[config.mk]
export PLATFORM = sky130hd
export DESIGN_NAME = sram_port_arbiter_flat
export DESIGN_NICKNAME = d
export VERILOG_FILES = /design/src/rtl/sram_port_arbiter_if.sv /design/src/rtl/sram_port_arbiter.sv /design/src/flat_wrapper.sv
export SDC_FILE = /design/constraint.sdc
export NUM_CORES = 1
export LEC_CHECK = 0
export BUFFER_PORTS_ARGS = -buffer_cell sky130_fd_sc_hd__buf_2
export CAP_MARGIN = 20
export CELL_PAD_IN_SITES_DETAIL_PLACEMENT = 0
export CELL_PAD_IN_SITES_GLOBAL_PLACEMENT = 1
export CORE_ASPECT_RATIO = 1.25
export CORE_MARGIN = 2
export CORE_UTILIZATION = 32
export CTS_BUF_LIST = sky130_fd_sc_hd__clkbuf_4 sky130_fd_sc_hd__clkbuf_8 sky130_fd_sc_hd__clkbuf_16
export DETAILED_ROUTE_END_ITERATION = 12
export PLACE_DENSITY_LB_ADDON = 0.1
export RECOVER_POWER = 25
export SYNTH_ARGS = -nofsm -noshare
export SYNTH_HDL_FRONTEND = slang
export SYNTH_SLANG_ARGS = --single-unit
export TNS_END_PERCENT = 30
[constraint.sdc]
create_clock -name clk0 -period 1.2 [get_ports clk0]
set_input_delay 0.12 -clock clk0 [delete_from_list [all_inputs] [get_ports clk0]]
set_output_delay 0.12 -clock clk0 [all_outputs]
set_load 0.1 [all_outputs]
[src/rtl/sram_port_arbiter_if.sv]
// sram_port_arbiter_if: client request/response and SRAM port-0 bundle.
// master = clients + SRAM macro side, slave = arbiter side.
interface sram_port_arbiter_if #(
    parameter int DATA_WIDTH = 16,
    parameter int ADDR_WIDTH = 8
);
    logic                  req0_valid;
    logic                  req0_ready;
    logic                  req0_we;
    logic [ADDR_WIDTH-1:0] req0_addr;
    logic [DATA_WIDTH-1:0] req0_wdata;
    logic                  req1_valid;
    logic                  req1_ready;
    logic                  req1_we;
    logic [ADDR_WIDTH-1:0] req1_addr;
    logic [DATA_WIDTH-1:0] req1_wdata;
    logic                  rsp_valid;
    logic                  rsp_id;
    logic                  rsp_we;
    logic [DATA_WIDTH-1:0] rsp_rdata;
    logic                  csb0;
    logic                  web0;
    logic [ADDR_WIDTH-1:0] addr0;
    logic [DATA_WIDTH-1:0] din0;
    logic [DATA_WIDTH-1:0] dout0;

    modport master (
        output req0_valid, req0_we, req0_addr, req0_wdata,
        output req1_valid, req1_we, req1_addr, req1_wdata,
        input  req0_ready, req1_ready,
        input  rsp_valid, rsp_id, rsp_we, rsp_rdata,
        input  csb0, web0, addr0, din0,
        output dout0
    );

    modport slave (
        input  req0_valid, req0_we, req0_addr, req0_wdata,
        input  req1_valid, req1_we, req1_addr, req1_wdata,
        output req0_ready, req1_ready,
        output rsp_valid, rsp_id, rsp_we, rsp_rdata,
        output csb0, web0, addr0, din0,
        input  dout0
    );
endinterface

[src/rtl/sram_port_arbiter.sv]
// sram_port_arbiter: two-client round-robin arbiter for one OpenRAM RW port.
// Ports: clk0, rst0_n (async active-low), bus (sram_port_arbiter_if.slave).
// Build option SRAM_ARB_FIXED_PRIO_EN: client 0 gets strict priority.
module sram_port_arbiter #(
    parameter int DATA_WIDTH = 16,
    parameter int ADDR_WIDTH = 8
) (
    input  logic                 clk0,
    input  logic                 rst0_n,
    sram_port_arbiter_if.slave   bus
);
    logic                  grant0;
    logic                  grant1;
    logic                  accept;
    logic                  sel_id;
    logic                  sel_we;
    logic [ADDR_WIDTH-1:0] sel_addr;
    logic [DATA_WIDTH-1:0] sel_wdata;
    logic                  s1_valid;
    logic                  s1_id;
    logic                  s1_we;
    logic                  s2_valid;
    logic                  s2_id;
    logic                  s2_we;

`ifndef SRAM_ARB_FIXED_PRIO_EN
    logic                  rr_ptr;
`endif

    // Grant is held off during reset so ready never fires while in reset.
    always_comb begin
        grant0 = 1'b0;
        grant1 = 1'b0;
        if (rst0_n) begin
`ifdef SRAM_ARB_FIXED_PRIO_EN
            grant0 = bus.req0_valid;
            grant1 = bus.req1_valid && !bus.req0_valid;
`else
            if (bus.req0_valid && bus.req1_valid) begin
                grant0 = !rr_ptr;
                grant1 = rr_ptr;
            end else begin
                grant0 = bus.req0_valid;
                grant1 = bus.req1_valid;
            end
`endif
        end
    end

    assign bus.req0_ready = grant0;
    assign bus.req1_ready = grant1;
    assign accept         = grant0 || grant1;
    assign sel_id         = grant1;
    assign sel_we    = grant1 ? bus.req1_we    : bus.req0_we;
    assign sel_addr  = grant1 ? bus.req1_addr  : bus.req0_addr;
    assign sel_wdata = grant1 ? bus.req1_wdata : bus.req0_wdata;

`ifndef SRAM_ARB_FIXED_PRIO_EN
    always_ff @(posedge clk0 or negedge rst0_n) begin
        if (!rst0_n) begin
            rr_ptr <= 1'b0;
        end else if (accept) begin
            rr_ptr <= ~sel_id;
        end
    end
`endif

    // SRAM inputs: registered, deselected on any cycle without an accept.
    always_ff @(posedge clk0 or negedge rst0_n) begin
        if (!rst0_n) begin
            bus.csb0  <= 1'b1;
            bus.web0  <= 1'b1;
            bus.addr0 <= '0;
            bus.din0  <= '0;
        end else begin
            bus.csb0 <= ~accept;
            bus.web0 <= accept ? ~sel_we : 1'b1;
            if (accept) begin
                bus.addr0 <= sel_addr;
                bus.din0  <= sel_wdata;
            end
        end
    end

    // Two-stage tag pipe matching the macro's one-cycle read latency.
    always_ff @(posedge clk0 or negedge rst0_n) begin
        if (!rst0_n) begin
            s1_valid <= 1'b0;
            s1_id    <= 1'b0;
            s1_we    <= 1'b0;
            s2_valid <= 1'b0;
            s2_id    <= 1'b0;
            s2_we    <= 1'b0;
        end else begin
            s1_valid <= accept;
            s1_id    <= sel_id;
            s1_we    <= sel_we;
            s2_valid <= s1_valid;
            s2_id    <= s1_id;
            s2_we    <= s1_we;
        end
    end

    // dout0 is only looked at for a valid read, so X never leaks out.
    always_ff @(posedge clk0 or negedge rst0_n) begin
        if (!rst0_n) begin
            bus.rsp_valid <= 1'b0;
            bus.rsp_id    <= 1'b0;
            bus.rsp_we    <= 1'b0;
            bus.rsp_rdata <= '0;
        end else begin
            bus.rsp_valid <= s2_valid;
            if (s2_valid) begin
                bus.rsp_id    <= s2_id;
                bus.rsp_we    <= s2_we;
                bus.rsp_rdata <= s2_we ? '0 : bus.dout0;
            end
        end
    end
endmodule

[src/flat_wrapper.sv]
// flat-port wrapper written by rule: the top's interface ports become plain ports
module sram_port_arbiter_flat 
#(
    parameter int DATA_WIDTH = 16,
    parameter int ADDR_WIDTH = 8
)
  (clk0, rst0_n, bus_req0_valid, bus_req0_we, bus_req0_addr, bus_req0_wdata, bus_req1_valid, bus_req1_we, bus_req1_addr, bus_req1_wdata, bus_req0_ready, bus_req1_ready, bus_rsp_valid, bus_rsp_id, bus_rsp_we, bus_rsp_rdata, bus_csb0, bus_web0, bus_addr0, bus_din0, bus_dout0);
  sram_port_arbiter_if #(.DATA_WIDTH(DATA_WIDTH), .ADDR_WIDTH(ADDR_WIDTH)) bus_i ();
  input  logic clk0;
  input  logic rst0_n;
  input wire logic [$bits(bus_i.req0_valid)-1:0] bus_req0_valid;
  input wire logic [$bits(bus_i.req0_we)-1:0] bus_req0_we;
  input wire logic [$bits(bus_i.req0_addr)-1:0] bus_req0_addr;
  input wire logic [$bits(bus_i.req0_wdata)-1:0] bus_req0_wdata;
  input wire logic [$bits(bus_i.req1_valid)-1:0] bus_req1_valid;
  input wire logic [$bits(bus_i.req1_we)-1:0] bus_req1_we;
  input wire logic [$bits(bus_i.req1_addr)-1:0] bus_req1_addr;
  input wire logic [$bits(bus_i.req1_wdata)-1:0] bus_req1_wdata;
  output wire logic [$bits(bus_i.req0_ready)-1:0] bus_req0_ready;
  output wire logic [$bits(bus_i.req1_ready)-1:0] bus_req1_ready;
  output wire logic [$bits(bus_i.rsp_valid)-1:0] bus_rsp_valid;
  output wire logic [$bits(bus_i.rsp_id)-1:0] bus_rsp_id;
  output wire logic [$bits(bus_i.rsp_we)-1:0] bus_rsp_we;
  output wire logic [$bits(bus_i.rsp_rdata)-1:0] bus_rsp_rdata;
  output wire logic [$bits(bus_i.csb0)-1:0] bus_csb0;
  output wire logic [$bits(bus_i.web0)-1:0] bus_web0;
  output wire logic [$bits(bus_i.addr0)-1:0] bus_addr0;
  output wire logic [$bits(bus_i.din0)-1:0] bus_din0;
  input wire logic [$bits(bus_i.dout0)-1:0] bus_dout0;
  assign bus_i.req0_valid = bus_req0_valid;
  assign bus_i.req0_we = bus_req0_we;
  assign bus_i.req0_addr = bus_req0_addr;
  assign bus_i.req0_wdata = bus_req0_wdata;
  assign bus_i.req1_valid = bus_req1_valid;
  assign bus_i.req1_we = bus_req1_we;
  assign bus_i.req1_addr = bus_req1_addr;
  assign bus_i.req1_wdata = bus_req1_wdata;
  assign bus_req0_ready = bus_i.req0_ready;
  assign bus_req1_ready = bus_i.req1_ready;
  assign bus_rsp_valid = bus_i.rsp_valid;
  assign bus_rsp_id = bus_i.rsp_id;
  assign bus_rsp_we = bus_i.rsp_we;
  assign bus_rsp_rdata = bus_i.rsp_rdata;
  assign bus_csb0 = bus_i.csb0;
  assign bus_web0 = bus_i.web0;
  assign bus_addr0 = bus_i.addr0;
  assign bus_din0 = bus_i.din0;
  assign bus_i.dout0 = bus_dout0;
  sram_port_arbiter #(.DATA_WIDTH(DATA_WIDTH), .ADDR_WIDTH(ADDR_WIDTH)) u_core (.clk0(clk0), .rst0_n(rst0_n), .bus(bus_i));
endmodule
# Yosys cells after proc, flatten, opt, wreduce, memory -nomap -nowiden
# Index checks and enable logic that the tools add are counted.
dict set report totals {
  register_bits 52
  input_bits 70
  elab_cells 30
  out_inout_bits 47
}
dict set report op_classes {
  bitwise 3
  reduce_logical 3
  n_mux 9
}
# op n
set ops {}
lappend ops {{$mux 16} 2}
lappend ops {{$mux 8} 1}
lappend ops {{$mux 1} 6}
lappend ops {{$not 1->1} 3}
lappend ops {{$logic_and 1x1->1} 1}
lappend ops {{$logic_not 1->1} 1}
lappend ops {{$logic_or 1x1->1} 1}

# Logic depth before layout (Yosys ltp)
dict set report depth {
  depth_word 6
  ltp_mapped 5
  mapped_depth_nobuf 4
}

# Worst setup path after synthesis
# No wires, ideal clock.
dict set report synth_timing {
  path_type {reg-to-reg}
  startpoint {reg u_core.rr_ptr}
  endpoint {reg u_core.s1_id}
  arrival_ps 1998
  path_slack_ps -1064
  setup_time_ps 266
  period_less_slack_ps 2264
  path_buffers 1
  t_required_ps 934
  stages_incl_launch_ff 4
  path_cell_list {dfrtp_1 and2b_4 buf_4 nor2_1}
}
dict set report synth_via {
  elab_chain_cells 2
}
# element line
set synth_rtl {}
lappend synth_rtl {{from (decl)} sram_port_arbiter.sv:27} ;# logic rr_ptr;
lappend synth_rtl {{from (signal assigned)} sram_port_arbiter.sv:63} ;# rr_ptr <= ~sel_id;
lappend synth_rtl {{$mux 1} sram_port_arbiter.sv:39} ;# if (bus.req0_valid && bus.req1_valid) begin
lappend synth_rtl {{$mux 1} sram_port_arbiter.sv:34} ;# if (rst0_n) begin
lappend synth_rtl {{via bus_req1_ready} flat_wrapper.sv:20} ;# output wire logic [$bits(bus_i.req1_ready)-1:0] bus_req1_ready;
lappend synth_rtl {{to (signal assigned)} sram_port_arbiter.sv:96} ;# s1_id <= sel_id;
lappend synth_rtl {{to (decl)} sram_port_arbiter.sv:20} ;# logic s1_id;
# The timed path passes the listed nets, and every way through them passes these cells.
# A chain may end at the register's enable or synchronous reset.

# Worst setup path in the final report
dict set report layout_timing {
  startpoint {reg u_core.rr_ptr}
  endpoint {out bus_req1_ready}
}
dict set report layout_via {
  elab_chain_cells 2
}
# element line
set layout_rtl {}
lappend layout_rtl {{$mux 1} sram_port_arbiter.sv:39}
lappend layout_rtl {{$mux 1} sram_port_arbiter.sv:34}
lappend layout_rtl {{to (decl)} flat_wrapper.sv:20}
# No other way between the ends.

==> impl_metrics.json <==
{
  "status": "finished, violations left",
  "violations": "negative setup slack",
  "hold_slack_ps": 27.7,
  "avgSynthCellArea_um2": 9.82,
  "wl_um": 6340,
  "gp_congestion": 0.732,
  "ios": 117,
  "antennaDiodeCount": 0,
  "arrival_ps": 1280,
  "synth_warnings": 0,
  "remaining_drc_errors": 0,
  "synthSimpleGateAreaFrac_pct": 16.5,
  "die_h_um": 98.5,
  "regToRegSetupSlack_ps": -140,
  "h-tree-depth": 2,
  "peakVddDrop_mv": 0.679,
  "cts_buffers": 5,
  "maxCapViolCount": 0,
  "grt_max_degree": 31,
  "final_nets": 426,
  "synth_top_family_by_area": "compound AO/OA/AOI/OAI gates",
  "leakagePower_nw": 1.72,
  "dieArea_um2": 7840,
  "worst-path-max-fanout": 3,
  "grt_usage_pct": 16.7,
  "endpoint_kind": "primary output",
  "finalPower_mw": 6.35,
  "io_buffers": 116,
  "min_period_over_period_pct": 116,
  "path_clk_slew_ps": 90,
  "synth_fa_ha_area_share_pct": 0,
  "start_util_pct": 33.0,
  "yosysSeqAreaShare_pct": 57.0,
  "final.setup.worst_slack_ps": -196,
  "drtPass1Iterations": 4,
  "crit_top_cell": "buf_12",
  "dp_hpwl_um": 4520,
  "path_class": "reg -> out",
  "cts.sinks": 52,
  "synth_xor_area_share_pct": 0,
  "netlist_instances": 233,
  "startpoint_type": "flop",
  "fin_cells": 447,
  "final_layout_size_suffix_gt1_share_pct": 44.5,
  "synth.area.mux_share_pct": 0.985,
  "dpl.cell_count": 433,
  "wl_per_cell_um": 14.2,
  "grt_pass1_vias": 2124,
  "required_ps": 1080,
  "hp-class": "in -> reg",
  "rsz0062_at_grt": "yes",
  "vias_per_cell": 4.77,
  "tns_ps": -1860,
  "min_period_ps": 1400,
  "crit_chain": "and2b_4, buf_12, nor2_4, buf_12",
  "post-route-cell-area_um2": 3750,
  "hold_viol": 0,
  "num_rows": 34,
  "synth_nets": 303,
  "fp.dieW_um": 79.6,
  "insertion_delay_ps": 300,
  "grt_overflow": 0,
  "clk_path_buf_depth": 2,
  "syn_area_um2": 2290,
  "tritoncts": "built",
  "ant_nets": 0,
  "syn2layout_area_growth_pct": 63.9,
  "vias": 2130,
  "power.density_nw_per_um2": 1690,
  "dpl_cell_area_um2": 3510,
  "antenna_found_initial": 0,
  "worstMarginPinSlew_ps": 562,
  "yosys_register_bits": 52,
  "grt_pass1_wl_um": 10400,
  "crit_slowest_cell": "dfrtp_1",
  "fmax_ghz": 0.717,
  "slew_violations": 0,
  "cts_root_buffer": "clkbuf_8",
  "setup_violations": 21,
  "relSlewSlack_pct": 62.5,
  "cpPeakStageDelay_ps": 360,
  "fin_worst_skew_ps": 1.96,
  "largestRegisters": "u_core.bus.din0 x16, u_core.bus.rsp_rdata x16, u_core.bus.addr0 x8",
  "drtIter0Drc": 64,
  "synth-compound-area-share_pct": 16.7,
  "fp.coreArea_um2": 6930,
  "netlist-cell-type-count": 22
}
==> kinds of logic (layout without fill, tap and decap cells) <==
| family | after synthesis | count (layout) |
|---|---|---|
| simple gates | 73 | 73 |
| buf+inv | 37 | 161 |
| mux | 2 | 2 |
| flops | 52 | 52 |
| compound gates | 69 | 69 |
==> worst paths after layout <==
path,depth (start not counted),endpoint,start
max reg2reg,6,u_core.bus.addr0[2]$_DFFE_PN0P_,u_core.rr_ptr$_DFFE_PN0P_
max,4,bus_req1_ready,u_core.rr_ptr$_DFFE_PN0P_
min reg2reg,0,u_core.s2_valid$_DFF_PN0_,u_core.s1_valid$_DFF_PN0_
max in group asynchronous,3,u_core.bus.rsp_id$_DFFE_PN0P_,rst0_n
min in group asynchronous,3,u_core.bus.addr0[4]$_DFFE_PN0P_,rst0_n
min,2,u_core.bus.csb0$_DFF_PN1_,bus_req0_valid
==> cell usage after synthesis <==
library cell	instances	area [um^2]
a21o_1	1	7.51
a21oi_1	1	5.00
a31oi_1	24	150
and2_1	1	6.26
and2b_4	1	10.0
buf_2	6	30.0
buf_4	5	37.5
buf_6	5	56.3
clkbuf_1	4	15.0
dfrtp_1	50	1250
dfstp_2	2	52.6
inv_1	16	60.1
inv_2	1	3.75
mux2_2	2	22.5
nand2_1	4	15.0
nand2b_1	1	6.26
nand3_1	25	125
nand3b_1	16	120
nor2_1	25	93.8
o21ai_0	34	170
o21ai_1	8	40.0
o21ai_2	1	8.76
==> placed cells by master, fill, tap and decap left out, types with 2 or more instances in the layout <==
cell       n
buf_2     68
dfrtp_1   44
buf_12    37
nand3_1   25
nor2_1    24
a31oi_1   24
o21ai_0   23
buf_4     21
inv_1     17
o21ai_1   16
nand3b_1  16
dfrtp_2    6
clkbuf_8   5
nand2_1    4
o21ai_2    4
clkbuf_4   3
mux2_2     2
buf_6      2
clkbuf_2   2
dfstp_2    2
==> worst max-delay path, delay by kind of cell (launching register included) <==
family | cells | cell delay, ps
simple gates | 2 | 300
buf+inv | 2 | 300
flops | 1 | 360
==> per-layer routing <==
layer | track usage [%] | share of wire (%)
met3 | 3.94 | 6.5
met2 | 27.4 | 49
met5 | 0 | 0
met4 | 4.91 | 1.0
met1 | 22.0 | 43
==> per-stage QoR <==
step / util, % / setup WS, ps
global route: 54.1 / -251
global placement: 50.6 / 96.2
floorplan: - / -195
CTS: 53.6 / -208
finish: 54.1 / -196
detailed placement: 50.6 / 38.8
==> timing repair <==
item                                    4_1_cts  5_1_grt
pin swaps                                    15       10
cloned                                        0        1
hold endpoints to repair                     50        0
endpoints found under the setup margin       15       27
gates resized for setup                      27        6
setup buffers                                 4        0
hold buffers                                  1        0
==> layout make-up <==
type	count	area [um^2]
fillers	647	3180
repair buffers	136	1340
flip-flops and latches	52	1310
multi-input cells	144	811
well taps	90	113
clock buffers	6	76.3
inverters	17	63.8
clock inverters	2	35.0
==> where the power goes <==
part	internal [mW]	switching, mW	total, mW
combinational	0.991	1.96	2.95
sequential	1.97	0.204	2.18
clock	0.642	0.574	1.22
total	3.61	2.74	6.35
Power figures use the tool's default switching activity.
